**config.mk**
```make
export PLATFORM = sky130hd
export DESIGN_NAME = uart_tx_ticked
export DESIGN_NICKNAME = d
export VERILOG_FILES = /design/src/rtl/uart_tx_ticked.sv
export SDC_FILE = /design/constraint.sdc
export NUM_CORES = 1
export LEC_CHECK = 0
export ABC_AREA = 1
export BUFFER_PORTS_ARGS = -buffer_cell sky130_fd_sc_hd__buf_2
export CAP_MARGIN = 40
export CORE_ASPECT_RATIO = 0.5
export CORE_MARGIN = 10
export CORE_UTILIZATION = 45
export DETAILED_ROUTE_END_ITERATION = 8
export GPL_ROUTABILITY_DRIVEN = 0
export PLACE_DENSITY = 0.66
export SYNTH_ARGS = -nofsm -noshare
export SYNTH_HDL_FRONTEND = slang
export SYNTH_SLANG_ARGS = --single-unit
```
**constraint.sdc**
```tcl
create_clock -name clk -period 2.9 [get_ports clk]
set_input_delay 0.58 -clock clk [delete_from_list [all_inputs] [get_ports clk]]
set_output_delay 0.58 -clock clk [all_outputs]
set_load 0.01 [all_outputs]
```
**src/rtl/uart_tx_ticked.sv**
```systemverilog
// UART transmitter driven by a 16x oversample tick: start bit, DBIT data bits (LSB first),
// then a stop bit of SB_TICK ticks.
module uart_tx_ticked #(
    parameter int unsigned DBIT    = 8,
    parameter int unsigned SB_TICK = 16
) (
    input  logic       clk,
    input  logic       reset,
    input  logic       s_tick,
    input  logic       tx_start,
    input  logic [7:0] din,
    output logic       tx_busy,
    output logic       tx_done_tick,
    output logic       tx
);

    typedef enum logic [1:0] {StIdle, StStart, StData, StStop} state_e;

    localparam logic [4:0] LastBitTick  = 5'd15;
    localparam logic [4:0] LastStopTick = 5'(SB_TICK - 1);
    localparam logic [2:0] LastDataBit  = 3'(DBIT - 1);

    state_e     state_q;
    logic [4:0] s_cnt_q;
    logic [2:0] n_cnt_q;
    logic [7:0] b_q;
    logic       tx_q;
    logic       done_q;

    // tx_q is updated on the same edge as state_q so the line always matches the state.
    always_ff @(posedge clk or negedge reset) begin
        if (!reset) begin
            state_q <= StIdle;
            s_cnt_q <= 5'd0;
            n_cnt_q <= 3'd0;
            b_q     <= 8'd0;
            tx_q    <= 1'b1;
            done_q  <= 1'b0;
        end else begin
            done_q <= 1'b0;
            case (state_q)
                StIdle: begin
                    if (tx_start) begin
                        b_q     <= din;
                        s_cnt_q <= 5'd0;
                        state_q <= StStart;
                        tx_q    <= 1'b0;
                    end
                end
                StStart: begin
                    if (s_tick) begin
                        if (s_cnt_q == LastBitTick) begin
                            s_cnt_q <= 5'd0;
                            n_cnt_q <= 3'd0;
                            state_q <= StData;
                            tx_q    <= b_q[0];
                        end else begin
                            s_cnt_q <= s_cnt_q + 5'd1;
                        end
                    end
                end
                StData: begin
                    if (s_tick) begin
                        if (s_cnt_q == LastBitTick) begin
                            s_cnt_q <= 5'd0;
                            b_q     <= b_q >> 1;
                            if (n_cnt_q == LastDataBit) begin
                                state_q <= StStop;
                                tx_q    <= 1'b1;
                            end else begin
                                n_cnt_q <= n_cnt_q + 3'd1;
                                tx_q    <= b_q[1];
                            end
                        end else begin
                            s_cnt_q <= s_cnt_q + 5'd1;
                        end
                    end
                end
                StStop: begin
                    if (s_tick) begin
                        if (s_cnt_q == LastStopTick) begin
                            state_q <= StIdle;
                            done_q  <= 1'b1;
                        end else begin
                            s_cnt_q <= s_cnt_q + 5'd1;
                        end
                    end
                end
                default: begin
                    state_q <= StIdle;
                    tx_q    <= 1'b1;
                end
            endcase
        end
    end

    assign tx_busy      = (state_q != StIdle);
    assign tx_done_tick = done_q;
    assign tx           = tx_q;

endmodule

```
# Word-level counts from Yosys, hierarchy flattened
# Index checks and enable logic that the tools add are counted.
# totals
elab_cells	70
regBits	20
in_bits	12
# classes
addsub	2
n_reduce_logical	11
eq_ne	16
n_mux	35
# op_table
op	count
$mux W5	5
$mux W8	3
$ne A2 B2 Y1 const B	10
$mux W2	8
$pmux W8 S2	1
$mux W3	5
$pmux W5 S3	1
$reduce_and A6 Y1	2
$mux W1	9
$pmux W2 S4	1
$reduce_and A4 Y1	2
$reduce_and A8 Y1	1
$pmux W3 S2	1
$reduce_bool A2 Y1	3
$add A5 B1 Y5 const B	1
$eq A5 B4 Y1 const B	1
$eq A2 B2 Y1 const B	2
$add A3 B1 Y3 const B	1
$eq A3 B3 Y1 const B	1
$pmux W1 S3	1
$reduce_bool A3 Y1	1
$eq A2 B1 Y1 const B	1
$logic_not A2 Y1	1
$ne A2 B1 Y1 const B	1
$reduce_or A2 Y1	1

# Logic depth before layout (Yosys ltp)
# Gate-level depths: netlist (run 1).
# logic_depth
ltp_word	5
mapped_depth	9
ltp_nobuf	9

# Least setup slack after synthesis (run 1)
# No wires, ideal clock.
# synth_timing
path_type	register to register
startpoint	reg state_q[0]
endpoint	reg s_cnt_q[0]
required_ns	2.835
t_arrival_ns	1.370
stages_incl_launch_ff	10
period_less_slack_ns	1.435
n_path_buf	0
slack_ns	1.465
setup_ns	0.065
cell_sequence	dfrtp_1 > inv_1 > ha_1 > nor2_1 > nor2_1 > nor2_1 > nand2_2 > nor2_2 > nand2_1 > nand2_1
# synth_between
elab_chain_cells	4
word_cells_on_any_way	11
# synth_lines
element	line_no	text
start: declaration	23	state_e state_q;
start signal: assignment	33	state_q <= StIdle;
start signal: assignment	46	state_q <= StStart;
start signal: assignment	55	state_q <= StData;
$eq A2 B2 Y1 or $eq A2 B1 Y1 (tied branches)	41	case (state_q)
$reduce_or A2 Y1 (no source line)	-	
$ne A2 B1 Y1 (no source line)	-	
$reduce_and A4 Y1 (no source line)	-	
end signal: assignment	58	s_cnt_q <= s_cnt_q + 5'd1;
end signal: assignment	75	s_cnt_q <= s_cnt_q + 5'd1;
end signal: assignment	85	s_cnt_q <= s_cnt_q + 5'd1;
end: declaration	24	logic [4:0] s_cnt_q;
# Parallel ways exist; a longest one is shown, timed or not.
# A chain may end at the register's enable or synchronous reset.

# Worst setup path after layout (run 1)
# layout_timing
startpoint	reg state_q[0]
endpoint	reg b_q[0]
# layout_between
elab_chain_cells	3
word_cells_on_any_way	8
# layout_lines
element	line_no	text
$eq A2 B2 Y1 or $logic_not A2 Y1 (tied branches)	41	
$ne A2 B2 Y1 (no source line) or $reduce_bool A2 Y1 (tied branches)	-	
$reduce_and A4 Y1 (no source line)	-	
end signal: assignment	44	b_q <= din;
end signal: assignment	66	b_q <= b_q >> 1;
end: declaration	26	logic [7:0] b_q;
# Parallel ways exist; a longest one is shown, timed or not.

==> results.md, run 1 <==
- Skew final: between 0.002 and 0.003 ns
- PostCTS Resize Cnt: 0
- Post-route cell area: about 1400 um2
- Largest family of logic cells by synthesized area: simple AND/OR/NAND/NOR gates
- Share of layout cells above drive strength 1: 0.222
- Vias in the first global route: 940
- Most common cell in the netlist: nand2_1
- FILL cells: 245
- Max Freq: 0.532 GHz
- Most frequent cells after synthesis: 54 x nand2_1, 19 x dfrtp_1, 17 x inv_1, 11 x nor2_1, 9 x nand3_1
- Mean Syn Cell Area: ~8 um2
- CP Cell Sequence: inv_1, ha_1, nor2_1, nor2_2, nand3_4, nand2_1, o21ai_2
- Worst hold path class: input port to asynchronous set/reset pin
- Async SR Flop Fraction: 1.00
- Complex-gate fraction of the synthesized area: 0.0782
- Post-synth top area share: 0.381
- # port buffers: 14
- ANT cells: 0
- Crit path time final: 1.88 ns
- Avg WL per Cell: 11.4 um
- Drt total wl: 2360 um
- Post-Synthesis Cells: between 150 and 200
- Cell Pwr Density: a little under 1000 nW/um2
- Top post-synthesis cells by area: dfrtp_1 38%, nand2_1 16%, ha_1 8.0%
- Rows: 13
- Worst-Margin Slew: 0.553 ns
- Register area share after synthesis: 0.402
- Antenna violations before repair: 0
- Worst-skew pair later-pin latency: ~0.26 ns
- Die Area: 5410 um2
- Largest net degree at the start of global routing: 21
- Final net count: 192
- Clk pin slew, worst setup/hold paths: 0.08 ns
- Longest Clk Path Bufs: 2
- Adder-cell share of the synthesized area: 0.0802
- CTS tree: done
- Max-Cap Viols: 0
- Seq cells post-synth: 20
- Worst R2R Path Depth: 7
- Slowest-stage cell, CP: ha_1
- Number of synthesized flops with an enable pin: 0
- WS Path Type: flip-flop to flip-flop
- Crit Path Max Fanout: 16
- Dpl cell area: around 1300 um2
- Count of cell types in the netlist: 22
- Total CTS buffers: 3
- Multiplexer share of the synthesized area: 0.0481
- Setup TNS: 0 ns
- Vias per inst: 4.75
- Main flop type after synthesis: dfrtp_1
- Post-Syn Area: 1250 um2
- Post-Syn Nets: 175
- Hold buffers post-CTS: 0
- RR Endpoint: b_q[0]$_DFFE_PN0P_
- Synthesis Warnings: 0
- Gr ovfl total: 0
- Max incr delay on CP: 0.51 ns
- Die Y-Extent: 57.2 um
- DP HPWL: 1790 um
- Initial Util: 0.476
- Finished Core Util: 0.541
- Io pins: 15
- Yosys top cell by area: dfrtp_1
- Slew Viols, Final: 0
- Slew headroom: 0.632
- First drt pass iteration count: 4
- Final Hold Fails: 0
- Simple-Gate Fraction of Synth Area: 0.312
- CTS root buffer: clkbuf_8
- Reg2reg start: state_q[0]$_DFFE_PN0P_
- Area of the core: 2620 um2
- Worst endpoint data arrival time: 2.03 ns
- Period utilization: 0.648
- Setup crit start kind: flip-flop
- Outcome: finished clean
- # DRC: 0
- VDD IR max: 0.458 mV
- Critical Path RT: 3.05 ns
- Setup crit end kind: flip-flop
- Area Growth Syn to Fin: 13.5%
- DR iter-0 viols: 30
- P_leak: 0.757 nW
- First-pass GRT wire length: 4240 um
- Die Wd: around 94 um
- Final setup viols: 0
- H-tree depth: 1
- Via count: 988
- Clock Sinks: 20
- GR Util All Layers: 0.0967
- Setup bufs post-CTS: 0
- Post-route ant nets: 0
- XOR/XNOR share of the synthesized area: 0.00702
- RSZ-0062 raised after global routing: false
- R2R setup slack: roughly 1.0 ns
cell families (layout without fill, tap and decap cells):
kind of cell    Yosys count  count (layout)
mux                       6               6
buf+inv                  21              37
simple gates             86              86
fa+ha+maj                 8               8
compound gates           13              13
xor+xnor                  1               1
flops                    20              20
area by class of cell:
class                      instances  area [um2]  share of cell area
tap                               37        46.3              0.0327
multi-input combinational        114         656               0.463
clock buffer                       3        41.3              0.0292
sequential                        20         502               0.354
inverter                          19        71.3              0.0504
clock inverter                     1        30.0              0.0212
timing repair buffer              14        70.1              0.0495
report_power, final:
| group | switching, mW | total (mW) | internal (mW) |
|---|---|---|---|
| combinational | 0.439 | 0.689 | 0.251 |
| clock | 0.0958 | 0.280 | 0.184 |
| sequential | 0.0564 | 0.421 | 0.364 |
| total | 0.591 | 1.39 | 0.799 |
per-layer routing:
layer  GRT usage  up-vias  part of all wire
li1            -      520                 -
met1       0.121      447              0.50
met2       0.146       19              0.44
met3      0.0430        2             0.050
met4      0.0318        0            0.0080
met5           0        -                 0
placed cells by master, fill, tap and decap left out:
cell type / Yosys / final
nand2_1: 54 / 54
dfrtp_1: 19 / 19
inv_1: 17 / 17
buf_2: 0 / 14
nor2_1: 11 / 11
nand3_1: 9 / 9
o21ai_2: 8 / 8
ha_1: 8 / 8
mux2i_1: 6 / 6
o21ai_0: 4 / 4
nand2_2: 3 / 3
clkbuf_8: 0 / 3
nand3_2: 2 / 2
inv_2: 2 / 2
nor2_2: 2 / 2
nand4_1: 2 / 2
nor2_4: 1 / 1
xor2_1: 1 / 1
nand3_4: 1 / 1
a21boi_0: 1 / 1
nand3b_1: 1 / 1
bufinv_16: 0 / 1
dfstp_2: 1 / 1
flip-flops by register name (all words and copies together), names as in the netlist:
signal / flops
state_q: 2
b_q: 8
n_cnt_q: 3
tx: 1
tx_done_tick: 1
s_cnt_q: 5
worst max-delay path: cells and delay by family, from the launching register on:
kind                     cells  cell delay (ns)
adder cells (fa/ha/maj)      1             0.51
AND/OR/NAND/NOR              4             0.69
buffers and inverters        1             0.09
flip-flops                   1             0.42
AO/OA/AOI/OAI                1             0.05
how the worst max path moves through the flow:
stage                                 startpoint                      to  slack, ns  depth (start not counted)
after floorplan           state_q[0]$_DFFE_PN0P_  s_cnt_q[0]$_DFFE_PN0P_       1.47                          9
after global placement    state_q[0]$_DFFE_PN0P_      b_q[0]$_DFFE_PN0P_       1.07                          7
after detailed placement  state_q[0]$_DFFE_PN0P_      b_q[4]$_DFFE_PN0P_       1.04                          7
after CTS                 state_q[0]$_DFFE_PN0P_      b_q[4]$_DFFE_PN0P_       1.02                          7
after global routing      state_q[0]$_DFFE_PN0P_      b_q[2]$_DFFE_PN0P_       0.83                          7
final                     state_q[0]$_DFFE_PN0P_      b_q[0]$_DFFE_PN0P_       1.02                          7
metrics by stage:
| step | power (mW) | hold slack [ns] | setup WS [ns] | std cells |
|---|---|---|---|---|
| floorplan | 1.01 | 0.284 | 1.47 | 155 |
| global placement | 1.11 | 0.465 | 1.07 | 204 |
| detailed placement | 1.12 | 0.468 | 1.04 | 204 |
| CTS | 1.41 | 0.268 | 1.02 | 208 |
| global route | 1.53 | 0.282 | 0.833 | 208 |
| finish | 1.39 | 0.260 | 1.02 | 208 |
(Power assumes the default switching activity.)
==> inputs of run 2 (changes only) <==
Clock period 2.9 ns to 1.79 ns, I/O delays scaled along.
==> results.md, run 2 (synthesis results as in run 1) <==
- CTS tree: done (unchanged)
- Crit Path Max Fanout: 8 (was 16)
- Setup bufs post-CTS: 0 (unchanged)
- Most common cell after layout, fill and taps aside: nand2_1 (unchanged)
- Worst hold path class: input port to asynchronous set/reset pin (unchanged)
- P_leak: 0.771 nW (was 0.757 nW)
- Final net count: 195 (was 192)
- Register bank with the most flops: b_q (unchanged)
- Rows: 13 (unchanged)
- Io pins: 15 (unchanged)
- VDD IR max: 0.862 mV (was 0.458 mV)
- Vias per inst: 4.86 (was 4.75)
- GR Util All Layers: 0.103 (was 0.0967)
- Logic pwr share: 0.518 (was 0.496)
- FILL cells: 251 (was 245)
- CTS root buffer: clkbuf_8 (unchanged)
- Slew headroom: 0.692 (was 0.632)
- Sw Pwr: 1.02 mW (was 591 uW)
- Final Hold Fails: 0 (unchanged)
- WS Path Type: flip-flop to flip-flop (unchanged)
- H-tree depth: 1 (unchanged)
- Switching share of power: 0.434 (was 0.425)
- Hold buffers post-CTS: 0 (unchanged)
- # DRC: 0 (unchanged)
- Clock network power share: 0.195 (was 0.202)
- Clk pin slew, worst setup/hold paths: 0.08 ns (about the same)
- Setup crit end kind: flip-flop (unchanged)
- Die Y-Extent: 57.2 um (unchanged)
- Post-route ant nets: 0 (unchanged)
- Final setup viols: 0 (unchanged)
- Longest Clk Path Bufs: 2 (unchanged)
- Largest regs: b_q x8, s_cnt_q x5, n_cnt_q x3 (unchanged)
- Max-Cap Viols: 0 (unchanged)
- Place WS: 0.144 ns (was 1.04 ns)
- Setup WS post-layout: 0.160 ns (was 1.02 ns)
- Initial Util: 0.476 (unchanged)
- DR iter-0 viols: 30 (unchanged)
- Worst endpoint data arrival time: 1.78 ns (was 2.03 ns)
- Share of layout cells above drive strength 1: 0.247 (was 0.222)
- CP Cell Sequence: inv_1, ha_1, nand2_1, inv_2, nor2_2, nand3_4, nand2_1, o21ai_2 (was inv_1, ha_1, nor2_1, nor2_2, nand3_4, nand2_1, o21ai_2)
- DP HPWL: 1900 um (was 1790 um)
- Period utilization: 0.910 (was 0.648)
- Skew final: 0.00601 ns (was 0.00273 ns)
- Via count: 1,026 (was 988)
- Crit path time final: 1.63 ns (was 1.88 ns)
- Slew Viols, Final: 0 (unchanged)
- Worst-skew pair later-pin latency: 0.26 ns (about the same)
- First drt pass iteration count: 4 (unchanged)
- Largest register FFs: 8 (unchanged)
- Clock Sinks: 20 (unchanged)
- First-pass GRT wire length: 4550 um (was 4240 um)
- Sequential power share: 0.288 (was 0.303)
- Avg WL per Cell: 12.4 um (was 11.4 um)
- Area Growth Syn to Fin: 16.5% (was 13.5%)
- Storage element area: 502 um2 (unchanged)
- Worst-Margin Slew: 0.463 ns (was 0.553 ns)
- Max Freq: 0.614 GHz (was 0.532 GHz)
- Setup crit start kind: flip-flop (unchanged)
- Gr ovfl total: 0 (unchanged)
- ANT cells: 0 (unchanged)
- Die Wd: 94.5 um (unchanged)
- Die Area: 5410 um2 (unchanged)
- Critical Path RT: 1.94 ns (was 3.05 ns)
- Slowest-stage cell, CP: dfrtp_1 (was ha_1)
- Most used cell, CP: nand2_1
- Antenna violations before repair: 0 (unchanged)
- Cell Pwr Density: 1620 nW/um2 (was 981 nW/um2)
- RSZ-0062 raised after global routing: true (was false)
- Area of the multi-input gates: 678 um2 (was 656 um2)
- Largest net degree at the start of global routing: 21 (unchanged)
- Finished Core Util: 0.555 (was 0.541)
- Max incr delay on CP: 0.40 ns (was 0.51 ns)
- Drt total wl: 2610 um (was 2360 um)
- # port buffers: 14 (unchanged)
- Area of the core: 2620 um2 (unchanged)
- Outcome: finished clean (unchanged)
- Total CTS buffers: 3 (unchanged)
- Internal cell power: 1.34 mW (was 799 uW)
- Vias in the first global route: 1,057 (was 940)
- Most frequent cells in the layout: 53 x nand2_1, 19 x dfrtp_1, 17 x inv_1 (was 54 x nand2_1, 19 x dfrtp_1, 17 x inv_1)
## run 2: final timing paths
| path | end | startpoint | cells after the start | slack, ns |
|---|---|---|---|---|
| hold / removal | b_q[3]$_DFFE_PN0P_ | reset | 1 | 0.03 |
| hold reg to reg | tx$_DFFE_PN1P_ | tx$_DFFE_PN1P_ | 2 | 0.48 |
| min in group clk | b_q[7]$_DFFE_PN0P_ | din[7] | 3 | 0.35 |
| setup reg to reg | b_q[0]$_DFFE_PN0P_ | state_q[0]$_DFFE_PN0P_ | 8 | 0.16 |
| setup / recovery | b_q[0]$_DFFE_PN0P_ | state_q[0]$_DFFE_PN0P_ | 8 | 0.16 |
| max in group asynchronous | tx$_DFFE_PN1P_ | reset | 1 | 1.42 |
## run 2: power groups by stage
stage	combinational, mW	clock (mW)	sequential (mW)
after detailed placement	1.17	0	0.690
after CTS	1.17	0.466	0.682
after floorplan	0.969	0	0.670
after global placement	1.15	0	0.681
final	1.22	0.459	0.679
after global routing	1.41	0.484	0.703
## run 2: critical path: cells and delay by family, from the launching register on
kind            cells  cell delay (ns)
simple gates        4             0.67
flops               1             0.40
fa+ha+maj           1             0.27
buf+inv             2             0.14
compound gates      1             0.05
## run 2: stage by stage
step,instances,total power [mW],area (um2),setup TNS [ns],hold slack [ns]
finish,211,2.36,1450,0,0.0329
floorplan,155,1.64,1250,0,0.0624
global route,211,2.59,1450,-0.0360,0.0618
detailed placement,206,1.86,1360,0,0.344
global placement,206,1.84,1360,0,0.334
CTS,210,2.32,1430,0,0.0538
## run 2: repair_timing
action	in CTS	in global routing
hold endpoints to repair	0	0
setup endpoints to repair	0	3
gates resized for setup	0	3
## run 2: layout make-up
| cell class | count | share of cell area |
|---|---|---|
| timing repair buffer | 16 | 0.0585 |
| inverter | 19 | 0.0491 |
| sequential | 20 | 0.345 |
| multi-input combinational | 115 | 0.466 |
| clock inverter | 1 | 0.0207 |
| tap | 37 | 0.0318 |
| clock buffer | 3 | 0.0284 |
## run 2: routing by layer
| metal | track usage | part of all wire | routed length, um | up-vias |
|---|---|---|---|---|
| met5 | 0 | 0 | 0 | - |
| met4 | 0.0233 | 0.0031 | 8 | 0 |
| met3 | 0.0391 | 0.060 | 156 | 2 |
| met2 | 0.181 | 0.48 | 1250 | 20 |
| met1 | 0.115 | 0.46 | 1200 | 475 |
| li1 | - | - | - | 529 |
==> inputs of run 3 (changes only) <==
Settings changed: ABC_AREA 1 to not set.
==> results.md, run 3 <==
- Hold buffers post-CTS: 0 (unchanged)
- Rows: 13 (unchanged)
- Reg2reg start: s_cnt_q[0]$_DFFE_PN0P_ (was state_q[0]$_DFFE_PN0P_)
- Largest net degree at the start of global routing: 21 (unchanged)
- Die Y-Extent: 57.0 um (was 57.2 um)
- Largest regs: b_q x8, s_cnt_q x5, n_cnt_q x3 (unchanged)
- Count of cell types in the netlist: 33 (was 22)
- R2R setup slack: 0.06 ns (was 0.16 ns)
- Most common cell in the netlist: dfrtp_1 (was nand2_1)
- Outcome: finished clean (unchanged)
- # port buffers: 14 (unchanged)
- Skew final: 0.00398 ns (was 0.00601 ns)
- Non-filler cells, final: 184 (was 211)
- # placed instances: 179 (was 206)
- FILL cells: 234 (was 251)
- Post-Synthesis Cells: 114 (was 155)
- Post-route ant nets: 0 (unchanged)
- Critical Path RT: 1.96 ns (was 1.94 ns)
- Register bank with the most flops: b_q (unchanged)
- Post-synth top area share: 0.387 (was 0.381)
- RR Endpoint: s_cnt_q[3]$_DFFE_PN0P_ (was b_q[0]$_DFFE_PN0P_)
- DP HPWL: 1980 um (was 1900 um)
- Final setup viols: 0 (unchanged)
- Period utilization: 0.965 (was 0.910)
- Clk pin slew, worst setup/hold paths: 0.07 ns (was 0.08 ns)
- Setup TNS: 0 ns (unchanged)
- Die Area: 5350 um2 (was 5410 um2)
- Cell Pwr Density: 1570 nW/um2 (was 1620 nW/um2)
- Area of the core: 2600 um2 (was 2620 um2)
- Crit Path Max Fanout: 4 (was 8)
- Setup crit end kind: flip-flop (unchanged)
- Most frequent cells in the layout: 19 x dfrtp_1, 17 x buf_4, 16 x mux2_2 (was 53 x nand2_1, 19 x dfrtp_1, 17 x inv_1)
- Longest Clk Path Bufs: 2 (unchanged)
- First drt pass iteration count: 4 (unchanged)
- RSZ-0062 raised after global routing: true (unchanged)
- Antenna violations before repair: 0 (unchanged)
- Dpl cell area: 1440 um2 (was 1360 um2)
- H-tree depth: 1 (unchanged)
- Pwr Total: 2.39 mW (was 2.36 mW)
- Number of synthesized flops with an enable pin: 0 (unchanged)
- Worst hold path class: input port to asynchronous set/reset pin (unchanged)
- Async SR Flop Fraction: 1.00 (unchanged)
- Slew Viols, Final: 0 (unchanged)
- Area Growth Syn to Fin: 23.8% (was 16.5%)
- Via count: 972 (was 1,026)
- Share of layout cells above drive strength 1: 0.442 (was 0.247)
- Gr ovfl total: 0 (unchanged)
- Worst-Margin Slew: 0.449 ns (was 0.463 ns)
- Seq cells post-synth: 20 (unchanged)
- Initial Util: 0.473 (was 0.476)
- Top post-synthesis cells by area: dfrtp_1 39%, mux2_2 15%, ha_1 8.1% (was dfrtp_1 38%, nand2_1 16%, ha_1 8.0%)
- Avg WL per Cell: 14.0 um (was 12.4 um)
- Crit path time final: 1.73 ns (was 1.63 ns)
- Slew headroom: 0.701 (was 0.692)
- Most common cell after layout, fill and taps aside: dfrtp_1 (was nand2_1)
- Synthesis Warnings: 0 (unchanged)
- Max-Cap Viols: 0 (unchanged)
- First-pass GRT wire length: 4330 um (was 4550 um)
- Final net count: 168 (was 195)
- VDD IR max: 1.03 mV (was 0.862 mV)
- WS Path Type: flip-flop to flip-flop (unchanged)
- Vias in the first global route: 1,015 (was 1,057)
- Final Hold Fails: 0 (unchanged)
- DR iter-0 viols: 45 (was 30)
- Largest register FFs: 8 (unchanged)
- CTS root buffer: clkbuf_8 (unchanged)
- Total CTS buffers: 3 (unchanged)
- Setup crit start kind: flip-flop (unchanged)
- P_leak: 0.716 nW (was 0.771 nW)
- Main flop type after synthesis: dfrtp_1 (unchanged)
- CTS tree: done (unchanged)
- Most frequent cells after synthesis: 19 x dfrtp_1, 16 x mux2_2, 11 x o21ai_0, 8 x ha_1 (was 54 x nand2_1, 19 x dfrtp_1, 17 x inv_1, 11 x nor2_1, 9 x nand3_1)
- ANT cells: 0 (unchanged)
- Mean Syn Cell Area: 10.8 um2 (was 8.05 um2)
- Register area share after synthesis: 0.408 (was 0.402)
- Worst-skew pair later-pin latency: 0.25 ns (was 0.26 ns)
- Io pins: 15 (unchanged)
- Post-route cell area: 1520 um2 (was 1450 um2)
- Vias per inst: 5.28 (was 4.86)
- Clock Sinks: 20 (unchanged)
- Die Wd: 93.9 um (was 94.5 um)
- Worst R2R Path Depth: 6 (was 8)
- Worst endpoint data arrival time: 1.89 ns (was 1.78 ns)
- GR Util All Layers: 0.0973 (was 0.103)
- Post-Syn Area: 1230 um2 (was 1250 um2)
- Max Freq: 0.579 GHz (was 0.614 GHz)
- # DRC: 0 (unchanged)
- Post-Syn Nets: 134 (was 175)
- Yosys top cell by area: dfrtp_1 (unchanged)
- Drt total wl: 2580 um (was 2610 um)
[run 3: changes by cell type after synthesis, sizes merged, moves of 3 or more]
cell	change
a22o	+5
inv	-12
mux2	+16
mux2i	-6
nand2	-49
nand3	-10
nand4b	+3
nor2	-7
nor3	+4
[run 3: worst max-delay path by stage]
stage / slack [ns] / start / endpoint / depth (start not counted)
finish: 0.06 / s_cnt_q[0]$_DFFE_PN0P_ / s_cnt_q[3]$_DFFE_PN0P_ / 6
global route: -0.02 / s_cnt_q[0]$_DFFE_PN0P_ / s_cnt_q[1]$_DFFE_PN0P_ / 6
CTS: 0.009 / state_q[1]$_DFFE_PN0P_ / s_cnt_q[2]$_DFFE_PN0P_ / 6
detailed placement: 0.001 / state_q[1]$_DFFE_PN0P_ / s_cnt_q[2]$_DFFE_PN0P_ / 6
global placement: 0.007 / state_q[1]$_DFFE_PN0P_ / s_cnt_q[2]$_DFFE_PN0P_ / 6
floorplan: 0.005 / s_cnt_q[0]$_DFFE_PN0P_ / b_q[0]$_DFFE_PN0P_ / 5
[run 3: cells by family after synthesis]
family,Yosys count,share of synthesized area
adder cells (fa/ha/maj),8,0.0814
buffers and inverters,10,0.0529
AND/OR/NAND/NOR,30,0.136
AO/OA/AOI/OAI,30,0.175
flip-flops,20,0.408
multiplexers,16,0.146
[run 3: timing repair]
item | 4_1_cts | 5_1_grt
pin swaps | 0 | 3
buffers inserted | 1 | 0
endpoints found under the setup margin | 1 | 10
resized for setup | 0 | 7
[run 3: metal layers]
layer,vias to the layer above,wire (um),track usage,share of wire
met2,22,1260,0.166,0.49
li1,487,-,-,-
met3,2,130,0.0326,0.050
met1,461,1170,0.120,0.45
met4,0,11,0.0129,0.0043
met5,-,0,0,0
[run 3: layout make-up]
cell class	count	area [um2]	share of cell area
flip-flops and latches	20	502	0.329
multi-input cells	84	694	0.456
repair buffers	32	209	0.137
inverters	7	26.3	0.0173
clock buffers	4	45.0	0.0296
well taps	37	46.3	0.0304
[run 3: where the power goes]
group	internal [mW]	total, mW	switching, mW	leakage (nW)
combinational	0.782	1.42	0.634	0.440
sequential	0.598	0.668	0.0708	0.254
clock	0.158	0.301	0.143	0.0228
[run 3: through the flow]
step / util / hold slack (ns) / worst slack (ns)
2_1_floorplan: - / 0.0624 / 0.00518
3_3_place_gp: 0.551 / 0.327 / 0.00673
3_5_place_dp: 0.551 / 0.333 / 0.00104
4_1_cts: 0.572 / 0.0535 / 0.00861
5_1_grt: 0.585 / 0.0774 / -0.0245
6_report: 0.585 / 0.0412 / 0.0626
[run 3: worst max-delay path: stages (launching register included)]
cell      delay (ns)
dfrtp_1         0.38
ha_2            0.19
buf_4           0.15
nand4b_1        0.22
nand2_1         0.13
or3_1           0.39
o221ai_1        0.18
